==> config.mk <==
export PLATFORM = sky130hd
export DESIGN_NAME = axi_adc_jesd204_rx_deframer_flat
export DESIGN_NICKNAME = d
export VERILOG_FILES = /design/src/rtl/axi_adc_jesd204_rx_deframer_if.sv /design/src/rtl/axi_adc_jesd204_rx_deframer.sv /design/src/flat_wrapper.sv
export SDC_FILE = /design/constraint.sdc
export NUM_CORES = 1
export LEC_CHECK = 0
export BUFFER_PORTS_ARGS = -buffer_cell sky130_fd_sc_hd__buf_4
export CAP_MARGIN = 0
export CORE_MARGIN = 5
export CORE_UTILIZATION = 59
export DETAILED_ROUTE_END_ITERATION = 16
export GPL_TIMING_DRIVEN = 0
export HOLD_SLACK_MARGIN = 0.08
export PLACE_DENSITY_LB_ADDON = 0.05
export SLEW_MARGIN = 30
export SYNTH_ARGS = -nofsm -noshare
export SYNTH_HDL_FRONTEND = slang
export SYNTH_SLANG_ARGS = --single-unit
==> constraint.sdc <==
create_clock -name rx_clk -period 26.8 [get_ports rx_clk]
set_input_delay 6.7 -clock rx_clk [delete_from_list [all_inputs] [get_ports rx_clk]]
set_output_delay 6.7 -clock rx_clk [all_outputs]
set_load 0.05 [all_outputs]
==> src/rtl/axi_adc_jesd204_rx_deframer_if.sv <==
// Link-side beat stream and ADC-side sample stream of the JESD204 RX deframer.
// The deframer takes the slave modport; the link layer / ADC core pair takes master.
interface axi_adc_jesd204_rx_deframer_if #(
    parameter int NUM_LANES = 4
);
    logic                     rx_valid;
    logic [NUM_LANES*32-1:0]  rx_data;
    logic [3:0]               rx_sof;
    logic                     rx_ready;
    logic                     adc_valid;
    logic [NUM_LANES*32-1:0]  adc_data;

    modport master (
        output rx_valid, rx_data, rx_sof,
        input  rx_ready, adc_valid, adc_data
    );

    modport slave (
        input  rx_valid, rx_data, rx_sof,
        output rx_ready, adc_valid, adc_data
    );
endinterface

==> src/rtl/axi_adc_jesd204_rx_deframer.sv <==
// JESD204 RX deframer: frame lock on rx_sof, octet realign, lane-major to channel-major samples.
// Optional offset-binary to two's-complement conversion when ADC_RX_DFMT_EN is defined.
module axi_adc_jesd204_rx_deframer #(
    parameter int NUM_LANES    = 4,
    parameter int NUM_CHANNELS = 2
) (
    input  logic                                rx_clk,
    input  logic                                adc_rst,
    axi_adc_jesd204_rx_deframer_if.slave        bus,
    input  logic                                adc_dfmt_enable,
    input  logic                                adc_err_clr,
    output logic                                adc_locked,
    output logic [7:0]                          adc_sof_err_count
);

    localparam int DATA_PATH_WIDTH = 2 * NUM_LANES / NUM_CHANNELS;
    localparam int W               = NUM_LANES * 32;

    typedef enum logic {WAIT_SOF, LOCKED} state_t;

    state_t         state_q, state_d;
    logic           offset_q, offset_d;     // 1 selects a two-octet frame offset
    logic [7:0]     err_cnt_q, err_cnt_d;
    logic           ready_q, ready_d;
    logic [W-1:0]   prev_q, prev_d;
    logic [W-1:0]   s1_data_q, s1_data_d;
    logic           s1_valid_q, s1_valid_d;
    logic [W-1:0]   s2_data_q, s2_data_d;
    logic           s2_valid_q, s2_valid_d;

    logic           accept;
    logic           sof_mark, sof_ok, sof_off;
    logic           err_inc, emit, align_off;
    logic           dfmt_flip;
    logic [W-1:0]   aligned, deframed;

    assign accept = bus.rx_valid & ready_q;

    // Only the lowest set marker bit counts; odd octet positions are never legal frame starts.
    always_comb begin
        sof_mark = |bus.rx_sof;
        sof_ok   = 1'b0;
        sof_off  = 1'b0;
        if (bus.rx_sof[0]) begin
            sof_ok = 1'b1;
        end else if (bus.rx_sof[1]) begin
            sof_ok = 1'b0;
        end else if (bus.rx_sof[2]) begin
            sof_ok  = 1'b1;
            sof_off = 1'b1;
        end
    end

    always_comb begin
        state_d   = state_q;
        offset_d  = offset_q;
        err_inc   = 1'b0;
        emit      = 1'b0;
        align_off = offset_q;
        if (accept) begin
            case (state_q)
                WAIT_SOF: begin
                    if (sof_mark) begin
                        if (sof_ok) begin
                            state_d   = LOCKED;
                            offset_d  = sof_off;
                            align_off = sof_off;
                            emit      = 1'b1;
                        end else begin
                            err_inc = 1'b1;
                        end
                    end
                end
                LOCKED: begin
                    if (sof_mark && !(sof_ok && (sof_off == offset_q))) begin
                        err_inc = 1'b1;
                        state_d = WAIT_SOF;
                    end else begin
                        emit = 1'b1;
                    end
                end
                default: state_d = WAIT_SOF;
            endcase
        end
    end

    always_comb begin
        err_cnt_d = err_cnt_q;
        if (adc_err_clr) begin
            err_cnt_d = 8'd0;
        end else if (err_inc && (err_cnt_q != 8'hFF)) begin
            err_cnt_d = err_cnt_q + 8'd1;
        end
    end

    for (genvar l = 0; l < NUM_LANES; l++) begin : g_align
        assign aligned[32*l +: 32] = align_off
            ? {bus.rx_data[32*l +: 16], prev_q[32*l+16 +: 16]}
            : bus.rx_data[32*l +: 32];
    end

`ifdef ADC_RX_DFMT_EN
    assign dfmt_flip = adc_dfmt_enable;
`else
    logic unused_dfmt_enable;
    assign unused_dfmt_enable = adc_dfmt_enable;
    assign dfmt_flip          = 1'b0;
`endif

    // Each sample is the big-endian octet pair {2h, 2h+1} of its lane word.
    for (genvar c = 0; c < NUM_CHANNELS; c++) begin : g_chan
        for (genvar s = 0; s < DATA_PATH_WIDTH; s++) begin : g_smp
            localparam int IDX  = c * DATA_PATH_WIDTH + s;
            localparam int LANE = IDX / 2;
            localparam int H    = s % 2;
            assign deframed[16*IDX +: 16] =
                {s1_data_q[32*LANE+16*H +: 8] ^ {dfmt_flip, 7'b0},
                 s1_data_q[32*LANE+16*H+8 +: 8]};
        end
    end

    always_comb begin
        ready_d    = 1'b1;
        prev_d     = accept ? bus.rx_data : prev_q;
        s1_data_d  = accept ? aligned : s1_data_q;
        s1_valid_d = accept & emit;
        s2_valid_d = s1_valid_q;
        s2_data_d  = s1_valid_q ? deframed : s2_data_q;
    end

    // NOTE: state uses non-blocking assignments so every flop samples pre-edge values.
    always_ff @(posedge rx_clk or posedge adc_rst) begin
        if (adc_rst) begin
            state_q    <= WAIT_SOF;
            offset_q   <= 1'b0;
            err_cnt_q  <= 8'd0;
            ready_q    <= 1'b0;
            prev_q     <= '0;
            s1_data_q  <= '0;
            s1_valid_q <= 1'b0;
            s2_data_q  <= '0;
            s2_valid_q <= 1'b0;
        end else begin
            state_q    <= state_d;
            offset_q   <= offset_d;
            err_cnt_q  <= err_cnt_d;
            ready_q    <= ready_d;
            prev_q     <= prev_d;
            s1_data_q  <= s1_data_d;
            s1_valid_q <= s1_valid_d;
            s2_data_q  <= s2_data_d;
            s2_valid_q <= s2_valid_d;
        end
    end

    assign bus.rx_ready      = ready_q;
    assign bus.adc_valid     = s2_valid_q;
    assign bus.adc_data      = s2_data_q;
    assign adc_locked        = (state_q == LOCKED);
    assign adc_sof_err_count = err_cnt_q;

endmodule

==> src/flat_wrapper.sv <==
// flat-port wrapper written by rule: the top's interface ports become plain ports
module axi_adc_jesd204_rx_deframer_flat 
#(
    parameter int NUM_LANES    = 4,
    parameter int NUM_CHANNELS = 2
)
  (rx_clk, adc_rst, adc_dfmt_enable, adc_err_clr, adc_locked, adc_sof_err_count, bus_rx_valid, bus_rx_data, bus_rx_sof, bus_rx_ready, bus_adc_valid, bus_adc_data);
  axi_adc_jesd204_rx_deframer_if #(.NUM_LANES(NUM_LANES)) bus_i ();
  input  logic rx_clk;
  input  logic adc_rst;
  input  logic adc_dfmt_enable;
  input  logic adc_err_clr;
  output logic adc_locked;
  output logic [7:0] adc_sof_err_count;
  input wire logic [$bits(bus_i.rx_valid)-1:0] bus_rx_valid;
  input wire logic [$bits(bus_i.rx_data)-1:0] bus_rx_data;
  input wire logic [$bits(bus_i.rx_sof)-1:0] bus_rx_sof;
  output wire logic [$bits(bus_i.rx_ready)-1:0] bus_rx_ready;
  output wire logic [$bits(bus_i.adc_valid)-1:0] bus_adc_valid;
  output wire logic [$bits(bus_i.adc_data)-1:0] bus_adc_data;
  assign bus_i.rx_valid = bus_rx_valid;
  assign bus_i.rx_data = bus_rx_data;
  assign bus_i.rx_sof = bus_rx_sof;
  assign bus_rx_ready = bus_i.rx_ready;
  assign bus_adc_valid = bus_i.adc_valid;
  assign bus_adc_data = bus_i.adc_data;
  axi_adc_jesd204_rx_deframer #(.NUM_LANES(NUM_LANES), .NUM_CHANNELS(NUM_CHANNELS)) u_core (.rx_clk(rx_clk), .adc_rst(adc_rst), .bus(bus_i), .adc_dfmt_enable(adc_dfmt_enable), .adc_err_clr(adc_err_clr), .adc_locked(adc_locked), .adc_sof_err_count(adc_sof_err_count));
endmodule
==> results.md <==
* Routability congestion estimate at 0.860
* Data arrival, critical path at 8.76 ns
* Post-CTS resize count at 0
* Post-CTS Setup Inserts at 0
* Flop-to-flop setup slack at 24.36 ns
* Clk pin slew, worst setup/hold paths at 0.06 ns
* Reg2reg path depth at 9
* FF/Latch Area at 8330 sq um
* Largest net degree at the start of global routing at 94
* Worst Hold Path EP: u_core.bus.adc_valid
* Peak supply drop at 91.2 uV
* Total grt overflow at 0
* Final min period at 8.35 ns
* CTS Hold Buffers Added at 0
* Setup repair after global routing missed its margin: false
* Final net count at 1622
* Final cell count without fillers at 1790
* Mean Syn Cell Area at 11.5 sq um
* Fill count at 1598
* Chip Width at 161 um
* DRT Wirelength at 36000 um
* GRT Total Usage at 27.9%
* Net Count, Synth at 1309
* Routed Antenna Nets at 0
* Post-synth EDFFs at 0
* Die area at 25900 sq um
* Worst reg2reg path endpoint: u_core.s1_data_q[31]
* Synth Flop Type: dfrtp_1
* H-tree depth at 2
* Total CTS buffers at 35
* CP Data Required Time at 27.21 ns
* PwrDens at 110 nW/um^2
* Via density at 5.70
* Post-Synthesis Cells at 1171
* Kind of critical path: input port to flip-flop
* Core Region at 22600 sq um
* Placed cell count at 1732
* Yosys warns at 0
* Hold Path Origin: u_core.s1_valid_q
* WL/cell at 20.1 um
* Grt met1 use at 37.7%
* Worst slew pin tran at 0.759 ns
* CTS Buffer Depth at 3
* Status: completed
* Die Height at 161 um
* Setup Skew at 0.0105 ns
* Share of layout cells above drive strength 1 at 32.3%
* Initial core utilization at 59.6%
* CP endpoint kind: flip-flop
* Leakage Power at 0.00828 uW
* Yosys top cell area share at 61.9%
* Synth cell types at 36
* Synth area leaders: dfrtp_1, mux2_2, nand2_1
* Drt first pass iters at 5
* Layer with the highest usage: met2
* Flops & latches, synth at 333
* Antenna violations before repair at 1
* First-pass GRT wire length at 57700 um
* FMAX at 120 MHz
* Area of the multi-input gates at 4760 sq um
* Worst Hold Depth at 0
* Async S/R FF share, synth at 100%
* Layout area overhead at 26.8%
* Setup TNS at 0 ns
* Maxcap violations at 0
* Final Hold Vio Count at 0
* Setup crit start kind: input port
* Worst-path fanout max at 10
* Clk sinks at 333
* N_diodes at 0
* Final worst-path cycle share at 31.1%
* DRT iter0 DRCs at 552
* GRT met3 Usage at 6.89%
* Synth area leader: dfrtp_1
* Port Buf Inserts at 273
* Root buffer cell: clkbuf_16
* Vias in the first global route at 10700
* DP Wirelength at 25400 um
* Skew-Pair Late Insertion Delay at 0.50 ns
* Synth Cell Area at 13500 sq um
* Met2 usage at 45.8%
* Relative slew slack at 49.4%
* Max-slew violations at 0
* Final setup vio count at 0
* Min-Delay Path Class: flip-flop to flip-flop
* # DRC at 0
* Rows at 55
* Vias at 10200
* RR Startpoint: u_core.bus.rx_ready
* CTS tree: built
* Sequential share of the synthesized area at 61.9%
* Io pins at 276
worst max-delay path by stage:
| stage | startpoint | to | slack [ns] |
|---|---|---|---|
| 4_1_cts | bus_rx_valid | u_core.s1_data_q[22] | 18.47 |
| 6_report | bus_rx_valid | u_core.s1_data_q[31] | 18.45 |
| 5_1_grt | bus_rx_valid | u_core.s1_data_q[28] | 18.33 |
| 2_1_floorplan | adc_rst | u_core.adc_locked | 10.88 |
| 3_5_place_dp | bus_rx_valid | u_core.s1_data_q[20] | 18.03 |
| 3_3_place_gp | adc_rst | u_core.bus.adc_data[20] | 7.37 |
critical path: stages:
cell,delay [ns]
buf_4,0.08
and2_1,0.12
buf_2,0.32
a31oi_1,0.16
a31oi_1,0.17
buf_2,0.32
buf_2,0.33
buf_2,0.31
nand3_1,0.11
o211ai_1,0.13
power by group:
part	internal, uW	switching (uW)
Combinational	229	456
Sequential	638	77.4
Clock	278	190
Total	1140	724
cells by family (layout without fill, tap and decap cells):
family	count (synthesis)	in the layout	share of synthesized area, %
and+or+nand+nor	398	398	12.1
muxes	205	205	16.4
AOI/OAI and AO/OA	151	151	6.77
adders and majority gates	1	1	0.0930
other	1	1	0.0279
buffers and inverters	82	416	2.66
DFF	333	333	61.9
registers in the layout (all words and copies together) (netlist names):
register,count
u_core.bus.adc_data,128
u_core.bus.adc_valid,1
u_core.adc_locked,1
u_core.adc_sof_err_count,8
u_core.bus.rx_ready,1
u_core.s1_valid_q,1
u_core.s1_data_q,128
u_core.prev_q,64
u_core.offset_q,1
layout by cell type (no fill, tap or decap), types with 10 or more instances in the layout:
cell,synthesis,routed
o211ai_1,52,52
clkbuf_16,0,37
clkbuf_1,52,58
nand2_1,323,323
nand3_1,56,56
mux2_2,129,129
o21ai_0,82,82
mux2i_1,76,76
buf_4,7,280
buf_2,13,13
dfrtp_1,333,333
clkbuf_8,0,10
metal layers:
metal  up-vias  wire [um]
met5         -         13
met4         2        886
met3        74       2880
met2       390      17400
met1      5093      14800
li1       4636          -
synthesized netlist by cell type, drive strengths merged, types with 2 or more instances:
master,count
dfrtp,333
nand2,323
mux2,129
o21ai,83
mux2i,76
nand3,56
clkbuf,52
o211ai,52
buf,27
a21oi,8
o31ai,4
inv,3
nor2,3
or3,3
or4,3
a31oi,2
nor2b,2
nor3,2
through the flow:
stage | utilization (%) | power (uW) | setup slack (ns) | instance area (sq um) | hold slack (ns)
3_3_place_gp | 70.3 | 1390 | 7.37 | 15900 | 0.400
5_1_grt | 75.6 | 1950 | 18.33 | 17100 | 0.430
4_1_cts | 75.6 | 1880 | 18.47 | 17100 | 0.424
6_report | 75.6 | 1870 | 18.45 | 17100 | 0.432
3_5_place_dp | 70.7 | 1410 | 18.03 | 16000 | 0.405
2_1_floorplan | - | 1170 | 10.88 | 13500 | 0.370
layout make-up:
class | count | area share [%]
Tap cell | 285 | 2.09
Clock inverter | 5 | 0.147
Sequential cell | 333 | 48.8
Multi-Input combinational cell | 756 | 27.9
Timing Repair Buffer | 276 | 12.5
Buffer | 79 | 2.03
Clock buffer | 53 | 6.37
Inverter | 3 | 0.110
No activity file was read; power rests on OpenSTA's default activity.
